## src/rtl/fifo_frame_reader.sv

```systemverilog
// Read-side frame parser for a first-word-fall-through FIFO: hunts for a sync header,
// streams payload words through a registered valid/ready port and verifies the checksum.
module fifo_frame_reader #(
  parameter int          DATA_WIDTH = 16,
  parameter logic [7:0]  SYNC_BYTE  = 8'hA5,
  parameter bit          CHECK_EN   = 1'b1
) (
  input  logic                  rd_clk,
  input  logic                  rd_rst,
  input  logic                  fifo_rd_vld,
  input  logic [DATA_WIDTH-1:0] fifo_rd_data,
  output logic                  fifo_rd_en,
  output logic [DATA_WIDTH-1:0] m_data,
  output logic                  m_valid,
  input  logic                  m_ready,
  output logic                  m_sof,
  output logic                  m_eof,
  output logic                  frame_done,
  output logic                  frame_err,
  output logic                  hdr_err,
  output logic [15:0]           frame_cnt,
  output logic [15:0]           err_cnt
);

  typedef enum logic [1:0] {HUNT, PAYLOAD, CHECK} state_t;

  state_t                state, next_state;
  logic [7:0]            remaining;
  logic [DATA_WIDTH-1:0] acc;
  logic                  sof_flag;
  logic                  pop, hdr_ok, last_word, load;

  assign pop       = fifo_rd_en && fifo_rd_vld;
  assign hdr_ok    = (fifo_rd_data[15:8] == SYNC_BYTE) && (fifo_rd_data[7:0] != 8'd0);
  assign last_word = (remaining == 8'd1);
  assign load      = (state == PAYLOAD) && pop;

  // NOTE: sequential state uses non-blocking (<=) so every register samples pre-edge values.
  always_ff @(posedge rd_clk) begin
    if (rd_rst) state <= HUNT;
    else        state <= next_state;
  end

  // NOTE: each combinational output gets a default first so no path can infer a latch.
  always_comb begin
    next_state = state;
    case (state)
      HUNT:    if (pop && hdr_ok) next_state = PAYLOAD;
      PAYLOAD: if (pop && last_word) next_state = CHECK_EN ? CHECK : HUNT;
      CHECK:   if (pop) next_state = HUNT;
      default: next_state = HUNT;
    endcase
  end

  // Only payload pops wait on the output register; header and checksum words drain freely.
  always_comb begin
    fifo_rd_en = 1'b0;
    case (state)
      HUNT:    fifo_rd_en = fifo_rd_vld;
      PAYLOAD: fifo_rd_en = fifo_rd_vld && (!m_valid || m_ready);
      CHECK:   fifo_rd_en = fifo_rd_vld;
      default: fifo_rd_en = 1'b0;
    endcase
  end

  always_ff @(posedge rd_clk) begin
    if (rd_rst) begin
      remaining  <= '0;
      acc        <= '0;
      sof_flag   <= 1'b0;
      m_data     <= '0;
      m_valid    <= 1'b0;
      m_sof      <= 1'b0;
      m_eof      <= 1'b0;
      frame_done <= 1'b0;
      frame_err  <= 1'b0;
      hdr_err    <= 1'b0;
      frame_cnt  <= '0;
      err_cnt    <= '0;
    end else begin
      frame_done <= 1'b0;
      frame_err  <= 1'b0;
      hdr_err    <= 1'b0;

      if (load) begin
        m_data  <= fifo_rd_data;
        m_valid <= 1'b1;
        m_sof   <= sof_flag;
        m_eof   <= last_word;
      end else if (m_ready) begin
        m_valid <= 1'b0;
      end

      case (state)
        HUNT: begin
          if (pop) begin
            if (hdr_ok) begin
              remaining <= fifo_rd_data[7:0];
              acc       <= '0;
              sof_flag  <= 1'b1;
            end else begin
              hdr_err <= 1'b1;
              err_cnt <= err_cnt + 16'd1;
            end
          end
        end
        PAYLOAD: begin
          if (pop) begin
            acc       <= acc + fifo_rd_data;
            remaining <= remaining - 8'd1;
            sof_flag  <= 1'b0;
            // Without a checksum word the frame is complete on its last payload pop.
            if (last_word && !CHECK_EN) begin
              frame_done <= 1'b1;
              frame_cnt  <= frame_cnt + 16'd1;
            end
          end
        end
        CHECK: begin
          if (pop) begin
            frame_done <= 1'b1;
            frame_err  <= (fifo_rd_data != acc);
            if (fifo_rd_data != acc) err_cnt   <= err_cnt + 16'd1;
            else                     frame_cnt <= frame_cnt + 16'd1;
          end
        end
        default: ;
      endcase
    end
  end

endmodule
```

## config.mk

```make
export PLATFORM = sky130hd
export DESIGN_NAME = fifo_frame_reader
export DESIGN_NICKNAME = d
export VERILOG_FILES = /design/src/rtl/fifo_frame_reader.sv
export SDC_FILE = /design/constraint.sdc
export NUM_CORES = 1
export LEC_CHECK = 0
export CAP_MARGIN = 20
export CELL_PAD_IN_SITES_DETAIL_PLACEMENT = 1
export CELL_PAD_IN_SITES_GLOBAL_PLACEMENT = 2
export CORE_ASPECT_RATIO = 1.5
export CORE_MARGIN = 2
export CORE_UTILIZATION = 35
export CTS_BUF_LIST = sky130_fd_sc_hd__clkbuf_8
export DETAILED_ROUTE_END_ITERATION = 10
export PLACE_DENSITY = 0.95
export SETUP_SLACK_MARGIN = 0.3
export SKIP_LAST_GASP = 1
export SLEW_MARGIN = 25
export SYNTH_ARGS = -nofsm -noshare
export SYNTH_HDL_FRONTEND = slang
export SYNTH_SLANG_ARGS = --single-unit
```

## constraint.sdc

```tcl
create_clock -name rd_clk -period 6.55 [get_ports rd_clk]
set_clock_uncertainty 0.15 [all_clocks]
set_input_delay 0.655 -clock rd_clk [delete_from_list [all_inputs] [get_ports rd_clk]]
set_output_delay 0.655 -clock rd_clk [all_outputs]
set_load 0.03 [all_outputs]
```

======== Word level (Yosys, flattened, before mapping) ========
Index checks and enable logic that the tools add are counted.
storage, ports and cells
  flip-flop bits (word level) ............. 81
  input port bits ......................... 20
cells by class
  $add $sub $neg .......................... 4
  equality and inequality tests ........... 13
  multiplexer cells ....................... 26
  bitwise logic cells ..................... 4
  reductions and logical operators ........ 21
operators with widths
  cell                     count
  $mux W16                 7
  $pmux W16 S2             2
  $add A16 B1 Y16 const B  2
  $mux W8                  3
  $add A16 B16 Y16         1
  $ne A16 B16 Y1           1
  $pmux W8 S2              1
  $ne A2 B2 Y1 const B     7
  $eq A8 B1 Y1 const B     1
  $eq A8 B8 Y1 const B     1
  $reduce_bool A8 Y1       1
  $sub A8 B1 Y8 const B    1
  $mux W1                  7
  $logic_and A1 B1 Y1      6
  $mux W2                  3
  $pmux W2 S3              1
  $reduce_and A3 Y1        2
  $reduce_bool A2 Y1       3
  $reduce_or A3 Y1         2
  $reduce_and A5 Y1        1
  $not A1 Y1               4
  $pmux W1 S2              2
  $reduce_and A4 Y1        1
  $reduce_or A2 Y1         2
  other kinds (6)          6

======== Depth between registers and ports, before layout ========
  word-level depth ........................ 8
  mapped depth ............................ 9

======== Worst setup path after synthesis ========
OpenSTA, ideal clock, no wires.
  kind .................................... in2reg
  start ................................... in fifo_rd_data[5]
  end ..................................... reg err_cnt[9]
  arrival time ............................ 2542 ps
  path slack .............................. 3787 ps
  stages on the path ...................... 8
  cell sequence ........................... ha_1 > clkbuf_1 > or4_4 > o21ai_4 > buf_6 > a21oi_2 > a31o_1 > a21oi_1
between the ends
  longest elaborated chain between the ends .. 4
  elaborated cells between the ends (all ways) .. 6
ends and longest elaborated chain
  what                                    RTL line  text
  from (decl)                             11        input logic [DATA_WIDTH-1:0] fifo_rd_data,
  $reduce_bool A8 Y1                      34        assign hdr_ok = (fifo_rd_data[15:8] == SYNC_BYTE) && (fifo_rd_data[7:0] != 8'd0);
  $logic_and A1 B1 Y1                     34
  $ne A2 B2 Y1 (no source line)           n/a
  $reduce_and A5 Y1 (no source line) (*)  n/a
  to (signal assigned)                    103       err_cnt <= err_cnt + 16'd1;
  to (signal assigned)                    123       if (fifo_rd_data != acc) err_cnt <= err_cnt + 16'd1;
  to (decl)                               22        output logic [15:0] err_cnt
Every way passes the cells marked *; elsewhere a longest branch is shown, timed or not.
A chain may end at the register's enable or synchronous reset.

======== Worst setup path after layout ========
  start ................................... in fifo_rd_data[6]
  end ..................................... reg err_cnt[9]
Same word-level chain as after synthesis.

==> impl_metrics.py <==
metrics = {
    "clock_tree": {
        "cts_max_path_buffers": 2,
        "cts_setup_buffers": 0,
        "cts_tree": "built",
        "cts_sinks": 81,
        "cts_made_buffers": 9,
        "hold_buffers": 0,
        "cts_root_buffer": "clkbuf_8",
        "worstSkewPairLatency_ns": 0.37,
        "cts.repair.resized": 0,
        "htree_levels": 3,
        "clk_transition_reported_paths_ns": 0.08,
    },
    "synth": {
        "synthDistinctLibCells": 61,
        "synth_top_area_share_pct": 36.5,
        "synth_nets": 582,
        "yosys-top-cells-area": "dfxtp_1, nand2_1, a21oi_1, ha_1, nor2_1",
        "synth_ff_type": "dfxtp_1",
        "syn_area_um2": 4450,
        "synth_top_area_cell": "dfxtp_1",
        "async_flop_share_pct": 0,
        "ys_seq_elements": 81,
        "netlist_instances": 542,
        "ys_seq_area_share_pct": 36.5,
        "synth-edff-count": 0,
        "syn_avg_cell_area_um2": 8.21,
        "ys.warnings.count": 0,
    },
    "timing": {
        "finalHoldViolCount": 0,
        "slew_viol_final": 0,
        "setup_ws_ns": 3.15,
        "fin_tns_setup_ns": 0,
        "grt_setup_unrepaired": "false",
        "max_freq_mhz": 294,
        "slew_headroom_pct": 36.4,
        "worst_slew_pin_slew_ns": 0.950,
        "period_needed_ns": 3.40,
        "setup_viol": 0,
        "post-route-period-util_pct": 51.9,
    },
    "global_route": {
        "gr-total-overflow": 0,
        "grt_use_met1_pct": 23.8,
        "grt_pass1_vias": 4398,
        "use_met3_pct": 4.34,
        "antenna_found_initial": 0,
        "top_usage_layer": "met2",
        "grt_pass1_wl_um": 22400,
        "grt_util_all_layers_pct": 21.2,
        "grt.met2_usage_pct": 38.6,
        "grt_max_degree": 80,
    },
    "drt": {
        "detail_route.wirelength_um": 13900,
        "drc_errors": 0,
        "drtAntennaViolNets": 0,
        "routedWlPerCell_um": 18.3,
        "dr.pass1.iters": 4,
        "vias_per_cell": 5.59,
        "via_count": 4244,
        "first_iter_violations": 171,
    },
    "setup_path": {
        "critPathRequiredTime_ns": 6.70,
        "worstReg2RegEnd": "acc[14]",
        "crit_path_start_kind": "primary input",
        "critPathMaxFanout": 15,
        "reg2reg_slack_ns": 3.70,
        "cp-end-kind": "flop",
        "r2r_cells": 5,
        "r2r_start": "state[0]",
        "critPathKind": "in2reg",
        "worstPathArrival_ns": 3.54,
    },
    "die": {
        "core_area_um2": 12400,
        "io_pins": 75,
        "start_util_pct": 35.7,
        "die_h_um": 142,
        "row_count": 50,
        "die-area_um2": 13600,
        "die_w_um": 96.0,
    },
    "place": {
        "hpwl_um": 10300,
        "dp.cells": 743,
        "place_ws_ns": 2.81,
        "gp_congestion": 0.843,
        "io_buffers": 74,
        "dpl-instance-area_um2": 5270,
    },
    "min_path": {
        "min_from": "m_eof",
        "min_to": "m_eof",
        "hold_class": "reg2reg",
        "hold_path_depth": 2,
    },
    "power": {
        "max-vdd-ir-drop_uv": 123,
        "powerDensity_nw_per_um2": 175,
        "p_leak_uw": 0.00186,
    },
    "layout": {
        "final_layout_size_suffix_gt1_share_pct": 6.14,
        "multi_input_area_um2": 2630,
        "regArea_um2": 1620,
        "n_antenna_cell": 0,
        "syn_to_final_growth_pct": 23.1,
        "n_fill_cell": 1480,
        "final_cells": 759,
        "stdcell_area_um2": 5480,
        "finalNetCount": 638,
    },
    "run_status": {
        "status": "finished clean",
    },
    "job": {
        "maxCapViolCount": 0,
    },
}
-- logic make-up after synthesis --
| kind of cell | synth area share [%] |
|---|---|
| adder cells (fa/ha/maj) | 5.79 |
| buffers and inverters | 4.67 |
| flip-flops | 36.5 |
| AO/OA/AOI/OAI | 21.2 |
| XOR/XNOR | 7.09 |
| multiplexers | 0.450 |
| AND/OR/NAND/NOR | 24.4 |
-- layer usage --
| layer | wire [um] | up-vias |
|---|---|---|
| met3 | 568 | 27 |
| met1 | 5520 | 2096 |
| met5 | 0 | - |
| li1 | - | 2027 |
| met4 | 335 | 0 |
| met2 | 7460 | 94 |
-- placed cells by master, fill, tap and decap left out, drive strengths merged, types with 4 or more instances in the layout --
| master | n |
|---|---|
| clkbuf | 11 |
| o21a | 4 |
| o211ai | 4 |
| and3 | 5 |
| nor3 | 14 |
| nor2 | 57 |
| nand3 | 20 |
| nand2b | 5 |
| nand2 | 81 |
| o21ai | 20 |
| xor2 | 14 |
| clkdlybuf4s50 | 73 |
| dfxtp | 81 |
| a2111oi | 11 |
| ha | 19 |
| inv | 18 |
| a22oi | 4 |
| nor4 | 9 |
| buf | 4 |
| or3 | 4 |
| a211oi | 4 |
| xnor2 | 22 |
| nand4 | 11 |
| a21oi | 55 |
| or4 | 4 |
| nor2b | 5 |
-- registers in the layout (all words and copies together), names as in the netlist, 2 cells and up --
name and cells:
acc 16, err_cnt 16, frame_cnt 16, m_data 16
remaining 8, state 2
-- metrics by stage --
| step | hold slack, ns | power, uW | utilization [%] |
|---|---|---|---|
| 2_1_floorplan | 0.279 | 550 | - |
| 3_3_place_gp | 0.293 | 581 | 42.3 |
| 3_5_place_dp | 0.303 | 583 | 42.3 |
| 4_1_cts | 0.315 | 973 | 44.0 |
| 5_1_grt | 0.338 | 999 | 44.0 |
| 6_report | 0.309 | 960 | 44.0 |
-- power by group --
part | switching [uW] | internal, uW
Clock | 193 | 196
Sequential | 2.62 | 494
Combinational | 47.3 | 27.4
-- cell usage after synthesis (all sizes together) (14+ instances only) --
library cell  instances
a21oi                55
inv                  17
xor2                 14
nor3                 14
xnor2                22
nand3                20
dfxtp                81
ha                   19
nor2                 57
nand2                81
clkbuf               23
o21ai                20
-- worst max path at each step --
| stage | start | end | slack, ns | cells past startpoint |
|---|---|---|---|---|
| after CTS | fifo_rd_data[6] | err_cnt[9] | 3.18 | 8 |
| after floorplan | fifo_rd_data[5] | err_cnt[9] | 3.79 | 8 |
| after global routing | fifo_rd_data[15] | acc[14] | 2.98 | 8 |
| after detailed placement | fifo_rd_data[6] | err_cnt[9] | 2.81 | 8 |
| after global placement | fifo_rd_data[6] | err_cnt[7] | 2.84 | 8 |
| final | fifo_rd_data[6] | err_cnt[9] | 3.15 | 8 |
-- critical path: stages --
cell and delay, ns:
clkdlybuf4s50_1 0.58, ha_1 0.49, nor4_1 0.39, nand3_1 0.30
o21ai_4 0.59, a21oi_2 0.17, a31o_1 0.24, a21oi_1 0.10
-- area by class of cell --
cell class,count,area share [%]
repair buffers,77,13.8
multi-input cells,412,48.0
clock buffers,11,2.77
inverters,17,1.17
flip-flops and latches,81,29.6
well taps,156,3.56
clock inverters,5,1.01
Note: power is estimated with default switching activity, not from simulation.
